--- src/rtl/vram_arbiter_if.sv ---
// Display-fetch and CPU request/response bundle between the VRAM clients and vram_arbiter.
interface vram_arbiter_if #(
    parameter int AW = 11,
    parameter int DW = 8
);
    logic          disp_req;
    logic [AW-1:0] disp_addr;
    logic          disp_valid;
    logic [DW-1:0] disp_data;

    logic          cpu_req;
    logic          cpu_we;
    logic [AW-1:0] cpu_addr;
    logic [DW-1:0] cpu_wdata;
    logic          cpu_ack;
    logic [DW-1:0] cpu_rdata;

    modport master (
        output disp_req, disp_addr, cpu_req, cpu_we, cpu_addr, cpu_wdata,
        input  disp_valid, disp_data, cpu_ack, cpu_rdata
    );

    modport slave (
        input  disp_req, disp_addr, cpu_req, cpu_we, cpu_addr, cpu_wdata,
        output disp_valid, disp_data, cpu_ack, cpu_rdata
    );
endinterface

--- src/rtl/vram_arbiter.sv ---
// Single-port VRAM arbiter: display fetch has fixed priority, CPU is served in free slots.
// Define VRAM_ARB_WBUF_EN for a 1-entry posted CPU write buffer with display-read forwarding.
module vram_arbiter #(
    parameter int AW = 11,
    parameter int DW = 8
) (
    input  logic          clk,
    input  logic          rst,
    vram_arbiter_if.slave bus,
    output logic [AW-1:0] ram_addr,
    output logic          ram_we,
    output logic [DW-1:0] ram_wdata,
    input  logic [DW-1:0] ram_rdata
);
    localparam logic [0:0] ST_IDLE = 1'b0;
    localparam logic [0:0] ST_WAIT = 1'b1;

    localparam logic [1:0] TAG_NONE   = 2'd0;
    localparam logic [1:0] TAG_DISP   = 2'd1;
    localparam logic [1:0] TAG_CPU_RD = 2'd2;

    logic [0:0] state;
    logic [1:0] tag0;
    logic [1:0] tag1;
    logic       cpu_open;
    logic       cpu_issue;
    logic       write_ack;

`ifdef VRAM_ARB_WBUF_EN
    logic          wbuf_full;
    logic [AW-1:0] wbuf_addr;
    logic [DW-1:0] wbuf_data;
    logic          drain;
    logic          cpu_post;
    logic          fwd_hit;
    logic          fwd0;
    logic          fwd1;
    logic [DW-1:0] fwd_data0;
    logic [DW-1:0] fwd_data1;
`endif

    always_comb begin
        cpu_open = (state == ST_IDLE) && bus.cpu_req;
`ifdef VRAM_ARB_WBUF_EN
        // Reads and writes both stall while the buffer is full so RAM order matches CPU order.
        drain     = wbuf_full && !bus.disp_req;
        cpu_issue = cpu_open && !bus.disp_req && !wbuf_full;
        cpu_post  = cpu_open && bus.cpu_we && bus.disp_req && !wbuf_full;
        fwd_hit   = bus.disp_req && wbuf_full && (wbuf_addr == bus.disp_addr);
        write_ack = (cpu_issue && bus.cpu_we) || cpu_post;
`else
        cpu_issue = cpu_open && !bus.disp_req;
        write_ack = cpu_issue && bus.cpu_we;
`endif
    end

    always_ff @(posedge clk) begin
        if (rst) begin
            state          <= ST_IDLE;
            tag0           <= TAG_NONE;
            tag1           <= TAG_NONE;
            ram_addr       <= '0;
            ram_we         <= 1'b0;
            ram_wdata      <= '0;
            bus.disp_valid <= 1'b0;
            bus.disp_data  <= '0;
            bus.cpu_ack    <= 1'b0;
            bus.cpu_rdata  <= '0;
        end else begin
            ram_we <= 1'b0;
            tag0   <= TAG_NONE;
            tag1   <= tag0;

            if (bus.disp_req) begin
                ram_addr <= bus.disp_addr;
                tag0     <= TAG_DISP;
`ifdef VRAM_ARB_WBUF_EN
            end else if (drain) begin
                ram_addr  <= wbuf_addr;
                ram_we    <= 1'b1;
                ram_wdata <= wbuf_data;
`endif
            end else if (cpu_issue) begin
                ram_addr <= bus.cpu_addr;
                ram_we   <= bus.cpu_we;
                if (bus.cpu_we) begin
                    ram_wdata <= bus.cpu_wdata;
                end else begin
                    tag0 <= TAG_CPU_RD;
                end
            end

            // Read data returns to whichever source owns the tag two cycles after issue.
            bus.disp_valid <= (tag1 == TAG_DISP);
            if (tag1 == TAG_DISP) begin
`ifdef VRAM_ARB_WBUF_EN
                bus.disp_data <= fwd1 ? fwd_data1 : ram_rdata;
`else
                bus.disp_data <= ram_rdata;
`endif
            end

            bus.cpu_ack <= (tag1 == TAG_CPU_RD) || write_ack;
            if (tag1 == TAG_CPU_RD) begin
                bus.cpu_rdata <= ram_rdata;
            end

            // WAIT spans through the ack cycle so a held request is never granted twice.
            case (state)
                ST_IDLE: begin
`ifdef VRAM_ARB_WBUF_EN
                    if (cpu_issue || cpu_post) state <= ST_WAIT;
`else
                    if (cpu_issue) state <= ST_WAIT;
`endif
                end
                default: begin
                    if (bus.cpu_ack) state <= ST_IDLE;
                end
            endcase
        end
    end

`ifdef VRAM_ARB_WBUF_EN
    always_ff @(posedge clk) begin
        if (rst) begin
            wbuf_full <= 1'b0;
            wbuf_addr <= '0;
            wbuf_data <= '0;
            fwd0      <= 1'b0;
            fwd1      <= 1'b0;
            fwd_data0 <= '0;
            fwd_data1 <= '0;
        end else begin
            if (cpu_post) begin
                wbuf_full <= 1'b1;
                wbuf_addr <= bus.cpu_addr;
                wbuf_data <= bus.cpu_wdata;
            end else if (drain) begin
                wbuf_full <= 1'b0;
            end
            fwd0      <= fwd_hit;
            fwd_data0 <= wbuf_data;
            fwd1      <= fwd0;
            fwd_data1 <= fwd_data0;
        end
    end
`endif
endmodule

--- src/flat_wrapper.sv ---
// flat-port wrapper written by rule: the top's interface ports become plain ports
module vram_arbiter_flat 
#(
    parameter int AW = 11,
    parameter int DW = 8
)
  (clk, rst, ram_addr, ram_we, ram_wdata, ram_rdata, bus_disp_req, bus_disp_addr, bus_cpu_req, bus_cpu_we, bus_cpu_addr, bus_cpu_wdata, bus_disp_valid, bus_disp_data, bus_cpu_ack, bus_cpu_rdata);
  vram_arbiter_if #(.AW(AW), .DW(DW)) bus_i ();
  input  logic clk;
  input  logic rst;
  output logic [AW-1:0] ram_addr;
  output logic ram_we;
  output logic [DW-1:0] ram_wdata;
  input  logic [DW-1:0] ram_rdata;
  input wire logic [$bits(bus_i.disp_req)-1:0] bus_disp_req;
  input wire logic [$bits(bus_i.disp_addr)-1:0] bus_disp_addr;
  input wire logic [$bits(bus_i.cpu_req)-1:0] bus_cpu_req;
  input wire logic [$bits(bus_i.cpu_we)-1:0] bus_cpu_we;
  input wire logic [$bits(bus_i.cpu_addr)-1:0] bus_cpu_addr;
  input wire logic [$bits(bus_i.cpu_wdata)-1:0] bus_cpu_wdata;
  output wire logic [$bits(bus_i.disp_valid)-1:0] bus_disp_valid;
  output wire logic [$bits(bus_i.disp_data)-1:0] bus_disp_data;
  output wire logic [$bits(bus_i.cpu_ack)-1:0] bus_cpu_ack;
  output wire logic [$bits(bus_i.cpu_rdata)-1:0] bus_cpu_rdata;
  assign bus_i.disp_req = bus_disp_req;
  assign bus_i.disp_addr = bus_disp_addr;
  assign bus_i.cpu_req = bus_cpu_req;
  assign bus_i.cpu_we = bus_cpu_we;
  assign bus_i.cpu_addr = bus_cpu_addr;
  assign bus_i.cpu_wdata = bus_cpu_wdata;
  assign bus_disp_valid = bus_i.disp_valid;
  assign bus_disp_data = bus_i.disp_data;
  assign bus_cpu_ack = bus_i.cpu_ack;
  assign bus_cpu_rdata = bus_i.cpu_rdata;
  vram_arbiter #(.AW(AW), .DW(DW)) u_core (.clk(clk), .rst(rst), .bus(bus_i), .ram_addr(ram_addr), .ram_we(ram_we), .ram_wdata(ram_wdata), .ram_rdata(ram_rdata));
endmodule
--- config.mk ---
export PLATFORM = sky130hd
export DESIGN_NAME = vram_arbiter_flat
export DESIGN_NICKNAME = d
export VERILOG_FILES = /design/src/rtl/vram_arbiter_if.sv /design/src/rtl/vram_arbiter.sv /design/src/flat_wrapper.sv
export SDC_FILE = /design/constraint.sdc
export NUM_CORES = 1
export LEC_CHECK = 0
export BUFFER_PORTS_ARGS = -buffer_cell sky130_fd_sc_hd__buf_2
export CORE_UTILIZATION = 49
export CTS_CLUSTER_DIAMETER = 30
export DETAILED_ROUTE_END_ITERATION = 10
export PLACE_DENSITY = 0.94
export SLEW_MARGIN = 10
export SYNTH_ARGS = -nofsm -noshare
export SYNTH_HDL_FRONTEND = slang
export SYNTH_SLANG_ARGS = --single-unit
--- constraint.sdc ---
create_clock -name clk -period 3.38 [get_ports clk]
set_input_delay 1.014 -clock clk [delete_from_list [all_inputs] [get_ports clk]]
set_output_delay 1.014 -clock clk [all_outputs]
set_load 0.02 [all_outputs]
# After elaboration in Yosys (flattened, before gate mapping)

Cells that the tools add are included.

Output and inout port bits: 38
Register bits: 43
Bits of input ports: 43

Bitwise operators: 3
Reductions and logical operators: 8
Equal/unequal tests: 2
Muxes and demuxes: 8

Operators with widths:

| cell                                           | number |
|---|---|
| 2-to-1 mux 11 bit                              | 2 |
| 2-to-1 mux 1 bit                               | 5 |
| logical AND 1 bit                              | 3 |
| inverter 1 bit                                 | 3 |
| AND reduction 3 bit                            | 1 |
| OR reduction 3 bit                             | 1 |
| == test 2 x 1 -> 1 bit (second input constant) | 1 |
| == test 2 bit (second input constant)          | 1 |
| 2-to-1 mux 2 bit                               | 1 |
| nonzero test 2 bit                             | 1 |
| zero test 1 bit                                | 1 |
| logical OR 1 bit                               | 1 |

# Logic depth before layout (Yosys ltp)

Depth after elaboration: 5
Mapped depth: 5

# Worst setup path before layout

OpenSTA, ideal clock, no wires.

Path kind: input to register
From: in bus_disp_req
To: reg u_core.ram_addr[0]
Path slack: 1.614 ns
Arrival: 1.644 ns
Path buffers: 2
Setup time: 0.122 ns
Stages on the path: 3
Required time: 3.258 ns
Cells stage by stage: buf_4 > buf_2 > o311a_1

Cells in the longest elaborated chain, start to end: 3
Elaborated cells between the ends (all ways): 4

Ends and longest elaborated chain:

| item                         | RTL line           | source |
|---|---|---|
| start: declaration           | flat_wrapper.sv:15 | `input wire logic [$bits(bus_i.disp_req)-1:0] bus_disp_req;` |
| zero test 1 bit              | vram_arbiter.sv:52 | `cpu_issue = cpu_open && !bus.disp_req;` |
| logical AND 1 bit            | vram_arbiter.sv:52 |  |
| nonzero test 2 bit (no line) | --                 |  |
| end signal: assignment       | vram_arbiter.sv:75 | `ram_addr <= bus.disp_addr;` |
| end signal: assignment       | vram_arbiter.sv:84 | `ram_addr <= bus.cpu_addr;` |
| end: declaration             | vram_arbiter.sv:10 | `output logic [AW-1:0] ram_addr,` |

Parallel ways exist; a longest one is shown, timed or not.
A chain may end at the register's enable or synchronous reset.

# Worst setup path in the final report

From: reg u_core.ram_wdata[6]
To: out ram_wdata[6]

RTL lines:

| item                     | RTL line           | source |
|---|---|---|
| start: declaration       | vram_arbiter.sv:12 | `output logic [DW-1:0] ram_wdata,` |
| start signal: assignment | vram_arbiter.sv:87 | `ram_wdata <= bus.cpu_wdata;` |
| end: declaration         | flat_wrapper.sv:13 | `output logic [DW-1:0] ram_wdata;` |

No word-level cell between the ends.

==> metrics.log <==
INFO  metric slew_violations = 0
INFO  metric max_slew_margin = 0.491
INFO  metric core-area = 3150 um^2
INFO  metric critPathLaunch = u_core.ram_wdata[6]
INFO  metric arrival = 0.91 ns
INFO  metric worst_path_dominant_cell_family = flip-flops
INFO  metric hold_class = register to register
INFO  metric die_area = 3680 um^2
INFO  metric fin_tns_setup = 0 ns
INFO  metric nFillCells = 279
INFO  metric timing_worst_slew_pin_value = 0.764 ns
INFO  metric p_per_area = 505 nW/um^2
INFO  metric postSynthCellCount = 206
INFO  metric r2r.worst_path.cells = 3
INFO  metric grt_antenna_before_repair = 0
INFO  metric num_antenna_cells = 0
INFO  metric cts.repair_timing.setup_buffer_count = 0
INFO  metric hold_path_depth = 1
INFO  metric drt_wl_total = 3700 um
INFO  metric port_buffers = 80
INFO  metric overflow = 0
INFO  metric cts_tree = done
INFO  metric timing.critical_path.from_type = register
INFO  metric grt_max_degree = 44
INFO  metric regToRegSetupSlack = 2.18 ns
INFO  metric worstPathMaxFanout = 2
INFO  metric cp_data_required_time = 2.37 ns
INFO  metric clock_tree.buffer_depth = 2
INFO  metric areaGrowthSynthToFinish = 27.0%
INFO  metric setup-violations-final = 0
INFO  metric cts_max_level = 2
INFO  metric period_minus_slack = 1.93 ns
INFO  metric dr_wl_met2 = 1760 um
INFO  metric cts.hold.buffers_added = 0
INFO  metric detailed_place_hpwl = 2570 um
INFO  metric fin_ws = 1.45 ns
INFO  metric worst_hold_startpoint = u_core.tag0[0]
INFO  metric nNetsFinal = 318
INFO  metric cts_buffers = 5
INFO  metric critical_path.cell_chain = buf_2
INFO  metric floorplan.die.height = 60.7 um
INFO  metric regToRegEndpoint = u_core.ram_wdata[4]
INFO  metric die_width = 60.7 um
INFO  metric grt_first_pass_wirelength = 5690 um
INFO  metric max_cap_viol_count = 0
INFO  metric wl_met3 = 274 um
INFO  metric sequential_element_share_of_the_synthesized_area = 0.510
INFO  metric cts.reportedPaths.clkPinSlew = 0.13 ns
INFO  metric clock_sinks = 43
INFO  metric start_util = 0.535
INFO  metric routability_congestion_estimate_from_global_placement = 0.696
INFO  metric r2r_start = u_core.state
INFO  metric worstSkewPairLatency = 0.36 ns
INFO  metric yosysUniqueCellTypes = 18
INFO  metric io_pins = 81
INFO  metric grt_setup_unrepaired = no
INFO  metric post-synth-top-area-cell = dfxtp_1
INFO  metric cp.depth = 1
INFO  metric synth_top_cells_by_area = dfxtp_1 51%, nand2_1 13%, a21oi_1 11%
INFO  metric synthesis.area = 1690 um^2
INFO  metric groute.usage.overall = 0.208
INFO  metric holdPathEnd = u_core.tag1[0]
INFO  metric antenna_violating_nets_left = 0
INFO  metric cpMaxStageDelayCell = dfxtp_1
INFO  metric dr.max_layer_used = met4
INFO  metric yosysWarnings = 0
INFO  metric total_power = 1.08 mW
INFO  metric clock_tree.root_cell = clkbuf_4
INFO  metric detailed_routing_wirelength_on_met1 = 1630 um
INFO  metric timing.critical_path.to_type = primary output
INFO  metric criticalPathCategory = register to primary output
INFO  metric num_vias = 1567
INFO  metric finalHoldWorstSlack = 0.448 ns
INFO  metric layout.cell_area.non_filler = 2140 um^2
INFO  metric final_min_period_over_clock_period = 0.570
INFO  metric yosysTopAreaCellShare = 0.510
INFO  metric postSynthRegisterBits = 43
INFO  metric irDropWorstVdd = 0.352 mV
INFO  metric post_synthesis_net_count = 249
INFO  metric seqCellArea = 861 um^2
INFO  metric syn_avg_cell_area = 8.19 um^2
INFO  metric post_drt_wl_per_cell = 11.6 um
INFO  metric max_stage_delay = 0.38 ns
INFO  metric row_count = 20
INFO  metric place_worst_setup_slack = 1.10 ns
INFO  metric ctsResizeCount = 0
INFO  metric first_global_vias = 1380
INFO  metric first_pass_iters = 4
INFO  metric detail_route.iter0.violations = 96
INFO  metric multi_input_combinational_cell_area = 676 um^2
INFO  metric timing_hold_violations_final = 0
INFO  metric leakage = 1.03 nW
INFO  metric path_buf_inv = 1
INFO  metric outcome = finished, final reports clean
INFO  metric dpl-instance-area = 2040 um^2
INFO  metric drc = 0
INFO  metric vias_per_cell = 4.90
INFO  metric finalClockSkew = 0.00936 ns
INFO  metric post_route_cells_drive_above_1_share = 0.330
INFO  metric maxClockFrequency = 519 MHz
==> final cells by class <==
type                    instances  share of cell area
clock buffers                   5              0.0175
multi-input cells             133               0.315
clock inverters                 3              0.0315
inverters                      12              0.0210
well taps                      44              0.0257
flip-flops and latches         43               0.402
repair buffers                 80               0.187
==> cell usage after synthesis <==
cell        n
buf_4       3
a21oi_1    37
nor4_1      1
clkbuf_1    4
nand4bb_1   1
nor2_1     13
o311a_1    11
nand2_1    59
and4bb_2    1
nand2b_4    1
nor4b_2     1
nor3b_1     1
buf_2       9
inv_1      12
buf_6       2
dfxtp_1    43
nand2b_1    2
nor2b_1     5
==> sequential cells by signal, indices dropped and copies added (netlist names), 2 cells and up <==
| register | count |
|---|---|
| u_core.ram_addr | 11 |
| u_core.tag1 | 2 |
| u_core.ram_wdata | 8 |
| u_core.bus.disp_data | 8 |
| u_core.bus.cpu_rdata | 8 |
| u_core.tag0 | 2 |
==> cell families (layout without fill, tap and decap cells) <==
| kind of cell | after synthesis | in the layout | share of synthesized area |
|---|---|---|---|
| AOI/OAI and AO/OA | 48 | 48 | 0.175 |
| buffers and inverters | 30 | 100 | 0.0890 |
| DFF | 43 | 43 | 0.510 |
| and+or+nand+nor | 85 | 85 | 0.226 |
==> routing by layer <==
metal | vias to the layer above | global-route usage
met3 | 6 | 0.0746
met5 | - | 0
li1 | 812 | -
met2 | 67 | 0.367
met1 | 682 | 0.235
met4 | 0 | 0.0617
==> placed cells by master (no fill, tap or decap) <==
master	count
a21oi_1	37
and4bb_2	1
buf_2	80
bufinv_16	2
clkbuf_4	5
clkinvlp_4	1
dfxtp_1	43
inv_1	12
nand2_1	59
nand2b_1	2
nand2b_4	1
nand4bb_1	1
nor2_1	13
nor2b_1	5
nor3b_1	1
nor4_1	1
nor4b_2	1
o311a_1	11
==> power breakdown <==
part	internal (mW)	total, mW	switching, mW
logic	0.0552	0.137	0.0816
clock network	0.230	0.404	0.174
registers	0.529	0.540	0.0110
total	0.814	1.08	0.267
==> stage by stage <==
stage / util / std cells
after global placement: 0.646 / 312
final: 0.679 / 320
after detailed placement: 0.646 / 312
after floorplan: - / 206
after CTS: 0.679 / 320
after global routing: 0.679 / 320
==> worst max-delay path by stage <==
stage | end | slack, ns
floorplan | u_core.ram_addr[0] | 1.61
finish | ram_wdata[6] | 1.45
global route | u_core.ram_wdata[4] | 1.33
CTS | ram_wdata[6] | 1.45
global placement | u_core.ram_wdata[0] | 1.19
detailed placement | u_core.ram_wdata[6] | 1.10
No activity file was read; power rests on OpenSTA's default activity.
